## src/rtl/touch_spi_reader.sv

```systemverilog
// SPI master for a TSC2046-style resistive touch controller: checks PENIRQ every
// SAMPLE_PERIOD cycles and, on pen-down, runs one X/Y/Z1 scan and publishes a validated sample.
module touch_spi_reader #(
    parameter int          CLK_DIV       = 50,
    parameter int          SAMPLE_PERIOD = 500000,
    parameter logic [11:0] Z_THRESH      = 12'd100
) (
    input  logic        cclk,
    input  logic        rstb,
    input  logic        pen_irqb,
    input  logic        spi_miso,
    output logic        spi_sclk,
    output logic        spi_mosi,
    output logic        spi_csb,
    output logic [11:0] touch_x,
    output logic [11:0] touch_y,
    output logic [11:0] touch_z,
    output logic        touch_valid,
    output logic        pen_down,
    output logic        busy
);

    localparam int              HC_W     = (CLK_DIV > 1) ? $clog2(CLK_DIV) : 1;
    localparam logic [HC_W-1:0] HC_LAST  = HC_W'(CLK_DIV - 1);
    localparam logic [23:0]     TMR_LAST = 24'(SAMPLE_PERIOD - 1);
    localparam logic [6:0]      BIT_LAST = 7'd71;
    localparam logic [7:0]      CMD_X    = 8'hD0;
    localparam logic [7:0]      CMD_Y    = 8'h90;
    localparam logic [7:0]      CMD_Z    = 8'hB0;

    typedef enum logic [2:0] {
        IDLE,
        CS_SETUP,
        SHIFT,
        CS_HOLD,
        UPDATE
    } state_t;

    state_t          state_q, state_d;
    logic [HC_W-1:0] hcnt_q, hcnt_d;
    logic [6:0]      bit_cnt_q, bit_cnt_d;
    logic [23:0]     timer_q, timer_d;
    logic            sclk_q, sclk_d;
    logic            mosi_q, mosi_d;
    logic            csb_q, csb_d;
    logic [11:0]     touch_x_q, touch_x_d;
    logic [11:0]     touch_y_q, touch_y_d;
    logic [11:0]     touch_z_q, touch_z_d;
    logic            valid_q, valid_d;
    logic            pen_down_q, pen_down_d;
    logic            busy_q, busy_d;
    logic            pen_meta_q, pen_sync_q;
    logic [11:0]     sh_q, sh_d;
    logic [11:0]     cap_x_q, cap_x_d;
    logic [11:0]     cap_y_q, cap_y_d;
    logic [11:0]     cap_z_q, cap_z_d;
    logic            hc_done;
    logic [1:0]      cur_frame;
    logic [4:0]      cur_pos;

    // Frame index (0=X, 1=Y, 2=Z1) of an overall rising-edge index 0..71.
    function automatic logic [1:0] frame_of(input logic [6:0] idx);
        if (idx >= 7'd48)      frame_of = 2'd2;
        else if (idx >= 7'd24) frame_of = 2'd1;
        else                   frame_of = 2'd0;
    endfunction

    // Zero-based position of an edge inside its 24-clock frame.
    function automatic logic [4:0] pos_of(input logic [6:0] idx);
        logic [6:0] p;
        if (idx >= 7'd48)      p = idx - 7'd48;
        else if (idx >= 7'd24) p = idx - 7'd24;
        else                   p = idx;
        pos_of = p[4:0];
    endfunction

    // MOSI level for rising edge idx: command MSB first on the first 8 edges, then zero.
    function automatic logic cmd_bit(input logic [6:0] idx);
        logic [7:0] cmd;
        logic [4:0] pos;
        case (frame_of(idx))
            2'd0:    cmd = CMD_X;
            2'd1:    cmd = CMD_Y;
            default: cmd = CMD_Z;
        endcase
        pos = pos_of(idx);
        cmd_bit = 1'b0;
        if (idx <= BIT_LAST && pos < 5'd8) cmd_bit = cmd[3'd7 - pos[2:0]];
    endfunction

    assign hc_done   = (hcnt_q == HC_LAST);
    assign cur_frame = frame_of(bit_cnt_q);
    assign cur_pos   = pos_of(bit_cnt_q);

    always_comb begin
        state_d    = state_q;
        hcnt_d     = hcnt_q;
        bit_cnt_d  = bit_cnt_q;
        timer_d    = timer_q;
        sclk_d     = sclk_q;
        mosi_d     = mosi_q;
        csb_d      = csb_q;
        touch_x_d  = touch_x_q;
        touch_y_d  = touch_y_q;
        touch_z_d  = touch_z_q;
        valid_d    = 1'b0;
        pen_down_d = pen_down_q;
        case (state_q)
            IDLE: begin
                timer_d = timer_q + 24'd1;
                if (timer_q == TMR_LAST) begin
                    timer_d = '0;
                    if (pen_sync_q) begin
                        pen_down_d = 1'b0;
                    end else begin
                        state_d   = CS_SETUP;
                        csb_d     = 1'b0;
                        sclk_d    = 1'b0;
                        mosi_d    = cmd_bit(7'd0);
                        hcnt_d    = '0;
                        bit_cnt_d = '0;
                    end
                end
            end
            CS_SETUP: begin
                hcnt_d = hcnt_q + HC_W'(1);
                if (hc_done) begin
                    hcnt_d  = '0;
                    state_d = SHIFT;
                end
            end
            SHIFT: begin
                hcnt_d = hcnt_q + HC_W'(1);
                if (hc_done) begin
                    hcnt_d = '0;
                    if (!sclk_q) begin
                        sclk_d = 1'b1;
                    end else begin
                        // Falling edge: MOSI moves to the bit for the next rising edge.
                        sclk_d = 1'b0;
                        if (bit_cnt_q == BIT_LAST) begin
                            state_d   = CS_HOLD;
                            bit_cnt_d = '0;
                            mosi_d    = 1'b0;
                        end else begin
                            bit_cnt_d = bit_cnt_q + 7'd1;
                            mosi_d    = cmd_bit(bit_cnt_q + 7'd1);
                        end
                    end
                end
            end
            CS_HOLD: begin
                hcnt_d = hcnt_q + HC_W'(1);
                if (hc_done) begin
                    hcnt_d  = '0;
                    csb_d   = 1'b1;
                    state_d = UPDATE;
                end
            end
            UPDATE: begin
                state_d = IDLE;
                timer_d = '0;
                if (cap_z_q >= Z_THRESH) begin
                    touch_x_d  = cap_x_q;
                    touch_y_d  = cap_y_q;
                    touch_z_d  = cap_z_q;
                    valid_d    = 1'b1;
                    pen_down_d = 1'b1;
                end else begin
                    pen_down_d = 1'b0;
                end
            end
            default: begin
                state_d = IDLE;
                csb_d   = 1'b1;
                sclk_d  = 1'b0;
                mosi_d  = 1'b0;
                timer_d = '0;
            end
        endcase
        busy_d = (state_d != IDLE);
    end

    // Receive path: MISO is taken on the cclk where SCLK rises, only for edges 10..21.
    always_comb begin
        sh_d    = sh_q;
        cap_x_d = cap_x_q;
        cap_y_d = cap_y_q;
        cap_z_d = cap_z_q;
        if (state_q == SHIFT && hc_done && !sclk_q && cur_pos >= 5'd9 && cur_pos <= 5'd20) begin
            sh_d = {sh_q[10:0], spi_miso};
            if (cur_pos == 5'd20) begin
                case (cur_frame)
                    2'd0:    cap_x_d = sh_d;
                    2'd1:    cap_y_d = sh_d;
                    default: cap_z_d = sh_d;
                endcase
            end
        end
    end

    always_ff @(posedge cclk or negedge rstb) begin
        if (!rstb) begin
            state_q    <= IDLE;
            hcnt_q     <= '0;
            bit_cnt_q  <= '0;
            timer_q    <= '0;
            sclk_q     <= 1'b0;
            mosi_q     <= 1'b0;
            csb_q      <= 1'b1;
            touch_x_q  <= '0;
            touch_y_q  <= '0;
            touch_z_q  <= '0;
            valid_q    <= 1'b0;
            pen_down_q <= 1'b0;
            busy_q     <= 1'b0;
            pen_meta_q <= 1'b1;
            pen_sync_q <= 1'b1;
        end else begin
            state_q    <= state_d;
            hcnt_q     <= hcnt_d;
            bit_cnt_q  <= bit_cnt_d;
            timer_q    <= timer_d;
            sclk_q     <= sclk_d;
            mosi_q     <= mosi_d;
            csb_q      <= csb_d;
            touch_x_q  <= touch_x_d;
            touch_y_q  <= touch_y_d;
            touch_z_q  <= touch_z_d;
            valid_q    <= valid_d;
            pen_down_q <= pen_down_d;
            busy_q     <= busy_d;
            pen_meta_q <= pen_irqb;
            pen_sync_q <= pen_meta_q;
        end
    end

    // Capture registers are always fully rewritten by a completed scan before UPDATE reads them.
    always_ff @(posedge cclk) begin
        sh_q    <= sh_d;
        cap_x_q <= cap_x_d;
        cap_y_q <= cap_y_d;
        cap_z_q <= cap_z_d;
    end

    assign spi_sclk    = sclk_q;
    assign spi_mosi    = mosi_q;
    assign spi_csb     = csb_q;
    assign touch_x     = touch_x_q;
    assign touch_y     = touch_y_q;
    assign touch_z     = touch_z_q;
    assign touch_valid = valid_q;
    assign pen_down    = pen_down_q;
    assign busy        = busy_q;

endmodule

```

## config.mk

```make
export PLATFORM = sky130hd
export DESIGN_NAME = touch_spi_reader
export DESIGN_NICKNAME = d
export VERILOG_FILES = /design/src/rtl/touch_spi_reader.sv
export SDC_FILE = /design/constraint.sdc
export NUM_CORES = 1
export LEC_CHECK = 0
export CORE_MARGIN = 3
export CORE_UTILIZATION = 35
export CTS_BUF_LIST = sky130_fd_sc_hd__clkbuf_4
export DETAILED_ROUTE_END_ITERATION = 7
export GPL_TIMING_DRIVEN = 1
export PLACE_DENSITY_LB_ADDON = 0.12
export SYNTH_ARGS = -nofsm -noshare
export SYNTH_HDL_FRONTEND = slang
export SYNTH_SLANG_ARGS = --single-unit
```

## constraint.sdc

```tcl
create_clock -name cclk -period 2.6 [get_ports cclk]
set_input_delay 0.52 -clock cclk [delete_from_list [all_inputs] [get_ports cclk]]
set_output_delay 0.52 -clock cclk [all_outputs]
set_load 0.1 [all_outputs]
```

Word-level counts from Yosys, hierarchy flattened
Index checks and enable logic that the tools add are counted.

Input port bits: 4. Flip-flop bits (word level): 131.

Reductions and logical operators: 27. Multiplexer cells: 62. Eq/ne operators: 16. $lt $le $gt $ge: 10. Add/subtract/negate cells: 8. Bitwise gates (word level): 3.

Operator list (number): 24-bit case mux with 2 select lines (1); 5-bit two-way mux (8); 7-bit two-way mux (5); 8-bit two-way mux (4); 7-bit case mux with 2 select lines (2); 24-bit by 1-bit adder with 24-bit output (second input constant) (1); 24-bit by 19-bit == test with 1-bit output (second input constant) (1); 24-bit two-way mux (1); 3-bit two-way mux (7); 5-bit subtractor (second input constant) (4); 1-bit two-way mux (18); 6-bit two-way mux (3); 3-bit AND reduction (5); 7-bit by 5-bit greater-or-equal comparator with 1-bit output (second input constant) (2); 7-bit by 6-bit greater-or-equal comparator with 1-bit output (second input constant) (2); 12-bit by 7-bit greater-or-equal comparator with 1-bit output (second input constant) (1); 2-bit two-way mux (6); 2-bit != test (second input constant) (6); 3-bit case mux with 4 select lines (1); 6-bit case mux with 2 select lines (1); 5-bit AND reduction (2); 1-bit case mux with 3 select lines (3); 3-bit OR reduction (3); 4-bit AND reduction (2); 26 further kinds (37).

Logic depth before layout (Yosys ltp)
Depth after elaboration: 21. Gate-level depth with buffers: 8.

Worst setup path before layout
No wires, ideal clock.

Path kind: reg2reg. Start point: register bit_cnt_q[3]. End point: register cap_x_q[0] (enable). Setup time: 0.390 ns. Required time: 2.210 ns. Arrival time: 2.351 ns. Slack: -0.141 ns. Cell stages (with the launch flop): 6. Cells stage by stage: dfrtp_1 ha_1 o21ai_0 xnor2_1 or4_4 nor4_2.

Word-level cells in the longest chain between the ends: 7. Elaborated cells between the ends (all ways): 15. Classes of those cells: 2 x add/sub; 4 x order compare; 1 x eq/ne; 4 x mux; 4 x reduce/logical.

RTL lines: start: declaration (RTL line 41) `logic [6:0] bit_cnt_q, bit_cnt_d;`; start signal: assignment (RTL line 222) `bit_cnt_q <= bit_cnt_d;`; 7-bit by 5-bit greater-or-equal comparator with 1-bit output / 5-bit subtractor (equally long branches) (RTL line 64, 72); 5-bit two-way mux (RTL line 72) `else if (idx >= 7'd24) p = idx - 7'd24;`; 5-bit two-way mux (RTL line 71) `if (idx >= 7'd48) p = idx - 7'd48;`; 5-bit by 4-bit greater-or-equal comparator with 1-bit output (RTL line 190) `if (state_q == SHIFT && hc_done && !sclk_q && cur_pos >= 5'd9 && cur_pos <= 5'd20) begin`; 1-bit logical AND (2 in series) (RTL line 190); 3-bit AND reduction (no line) (*); end signal: assignment (RTL line 241) `cap_x_q <= cap_x_d;`; end: declaration (RTL line 54) `logic [11:0] cap_x_q, cap_x_d;`.

Mark *: on every way between the ends. The rest lies on a longest branch, timed or not. A chain may end at the register's enable or synchronous reset.

Worst setup path in the final report
Start point: register hcnt_q[1]. End point: register cap_x_q[10] (enable).

Word-level cells in the longest chain between the ends: 6.

RTL lines: start: declaration (RTL line 40) `logic [HC_W-1:0] hcnt_q, hcnt_d;`; start signal: assignment (RTL line 221) `hcnt_q <= hcnt_d;`; 6-bit == test (RTL line 91) `assign hc_done = (hcnt_q == HC_LAST);`; 1-bit logical AND (4 in series) (RTL line 190); 3-bit AND reduction (no line).

Every way passes these cells.

==> results.yml <==
power_and_ir_drop:
  total_power_mw: 3.64
  ir_worst_vdd_mv: 0.258
  p_per_area_mw_per_mm2: 536
  leakage_nw: 3.01
routing:
  firstDrtPassIters: 5
  drt_iter0_markers: 278
  drc_errors: 0
  num_vias: 4178
  drt-wirelength-per-cell_um: 16.0
  ant_nets: 0
  avgViaCountPerCell: 5.13
  routed_wirelength_mm: 13.1
worst_setup_path:
  crit_required_ps: 2840
  crit_chain: "inv_1 -> ha_1 -> nand4b_1 -> nor2_1 -> nand2_1 -> or4_4 -> nor4_4 -> buf_4"
  cp.arrival_ps: 2590
  crit_family: "simple AND/OR/NAND/NOR gates"
  cp.depth: 8
  path_class: "flip-flop to flip-flop"
  path_max_fanout: 12
  path_buf_inv: 2
  end_kind: "flip-flop"
  r2r.worst_path.cells: 8
  slowest_delay_ps: 530
  cp-start-kind: "flip-flop"
  critical-path-slowest-cell: "or4_4"
synth:
  synth_xor_area_frac: 0.00894
  synthAdderAreaFrac: 0.0149
  async_flop_share: 0.641
  synth.area.top_cells: "dfrtp_1 34%, edfxtp_1 24%, nand2_1 7.6%, nand3_1 1.8%, o21ai_0 1.8%"
  synth_area_mm2: 0.00588
  synth_top_cell_area_share: 0.345
  synth_nets: 543
  yosys.area_share.simple: 0.198
  syn_avg_cell_area_um2: 11.0
  synth_edf_count: 47
  synth_seq_cells: 131
  synth_compound_area_frac: 0.129
  synth_top_family_by_area: "simple AND/OR/NAND/NOR gates"
  synthMuxAreaShare: 0.0126
  yosys_warnings: 0
  yosysSeqAreaShare: 0.598
  synth_top_cell_by_area: "dfrtp_1"
  synth_cell_type_count: 66
  ys.flop_type: "dfrtp_1"
  syn_inst: 532
clock_network:
  clk_pin_slew_ps: 120
  clockBufferDepth: 2
  numCtsBuffers: 17
  cts_sinks: 131
  cts_setup_buffers: 0
  cts_tree: "yes"
  clkLatencyLatePin_ps: 540
  cts_max_level: 4
  post_cts_resized: 0
  cts.root.buffer_cell: "clkbuf_4"
timing:
  min_period_over_period: 0.904
  setup_viol: 0
  timing_hold_violations_final: 0
  worst_pin_slew_ps: 634
  period_needed_ps: 2350
  whs_ps: 366
  timing.fmax_mhz: 425
  setup-tns-final_ps: 0
  rsz0062_at_grt: "no"
  finClkSkew_ps: 16.0
  maxSlewHeadroom: 0.574
  maxSlewViolCount: 0
hold_path:
  hp-class: "flip-flop to flip-flop"
  min_path_cells: 0
layout:
  nFillCells: 1581
  final_area_mm2: 0.00679
  fin_util: 0.420
  area_delta_synth_final_pct: 15.6
  num_antenna_cells: 0
  nNetsFinal: 596
  seq_area_mm2: 0.00352
  multi_input_area_mm2: 0.00215
  final_common_cell: "nand2_1"
  final_cell_mix: "119 x nand2_1, 81 x dfrtp_1, 61 x buf_4"
  drive_gt1_frac: 0.187
global_routing:
  grtUsageTotal: 0.148
  grt_pass1_wl_mm: 21.1
  grt_pass1_vias: 3978
  antenna_found_initial: 0
  grt_overflow_total: 0
  grt_max_degree: 85
die:
  dieArea_mm2: 0.0184
  dieWidth_um: 136
  initial_core_util: 0.363
  boundaryPins: 46
  rows: 46
  core_area_mm2: 0.0162
  die_h_um: 136
placement:
  place_area_mm2: 0.00647
  dpl.hpwl_mm: 8.73
  gp_congestion: 0.794
  io_buffers: 45
flow_run:
  cap_violations: 0
outcome:
  status: "completed"
-- registers in the layout, indices dropped and copies added, names as in the netlist --
signal and flops:
touch_z 12, timer_q 24, touch_y 12, hcnt_q 6
cap_y_q 12, spi_mosi 1, cap_z_q 12, pen_down 1
pen_sync_q 1, pen_meta_q 1, sh_q 11, touch_x 12
bit_cnt_q 7, state_q 3, cap_x_q 12, busy 1
spi_sclk 1, spi_csb 1, touch_valid 1
-- Yosys cell counts, drive strengths merged (2+ instances only) --
master,n
nand2,119
dfrtp,81
edfxtp,47
o21ai,26
buf,23
nand3,21
nor2,18
a21oi,16
a21o,14
nor3,14
inv,10
nand4,9
nor4,9
clkbuf,8
a22o,7
a31oi,7
and3,7
ha,7
a32o,6
and4,6
nor2b,6
and2,5
nand2b,5
o211ai,5
mux2i,4
o21a,4
or3,4
xor2,4
dfstp,3
mux2,3
nand4b,3
o22ai,3
o311ai,3
nor3b,2
o2111ai,2
o21ba,2
o31ai,2
or4,2
xnor2,2
-- logic make-up after synthesis --
group / Yosys count
adders and majority gates: 7
DFF: 131
buffers and inverters: 41
muxes: 7
AOI/OAI and AO/OA: 105
and+or+nand+nor: 235
xor gates and xnor gates: 6
-- area by class of cell --
type                            count  area share
Multi-Input combinational cell    360       0.317
Clock buffer                       20      0.0221
Inverter                           10     0.00553
Tap cell                          216      0.0398
Timing Repair Buffer               65      0.0748
Sequential cell                   131       0.518
Clock inverter                     12      0.0232
-- report_power, final --
part,leakage (nW),internal [mW],switching [mW]
clock,0.162,0.704,0.768
sequential,1.57,2.13,0.000929
combinational,1.27,0.00836,0.0292
total,3.01,2.84,0.798
-- what timing repair did --
item / CTS / global route
setup endpoints to repair: 0 / 0
endpoints found under the hold margin: 13 / 0
hold buffers: 1 / 0
-- worst paths after layout --
kind	from	end	slack (ps)
worst max-delay path	hcnt_q[1]	cap_x_q[10]	250
max in group asynchronous	rstb	touch_x[5]	1690
min in group asynchronous	rstb	timer_q[6]	560
worst max register to register	hcnt_q[1]	cap_x_q[10]	250
worst min register to register	pen_meta_q	pen_sync_q	370
worst min-delay path	pen_meta_q	pen_sync_q	370
-- per-layer routing --
layer | part of all wire | vias up | track usage
met2 | 0.47 | 71 | 0.225
met3 | 0.033 | 6 | 0.0423
met5 | 0 | - | 0
li1 | - | 2030 | -
met1 | 0.49 | 2071 | 0.209
met4 | 0.0084 | 0 | 0.0386
-- per-stage QoR --
stage,std cells,worst slack [ps]
after floorplan,532,0.421
after global placement,781,296
after detailed placement,781,234
after CTS,814,204
after global routing,814,72.7
final,814,249
No activity file was read; power rests on OpenSTA's default activity.
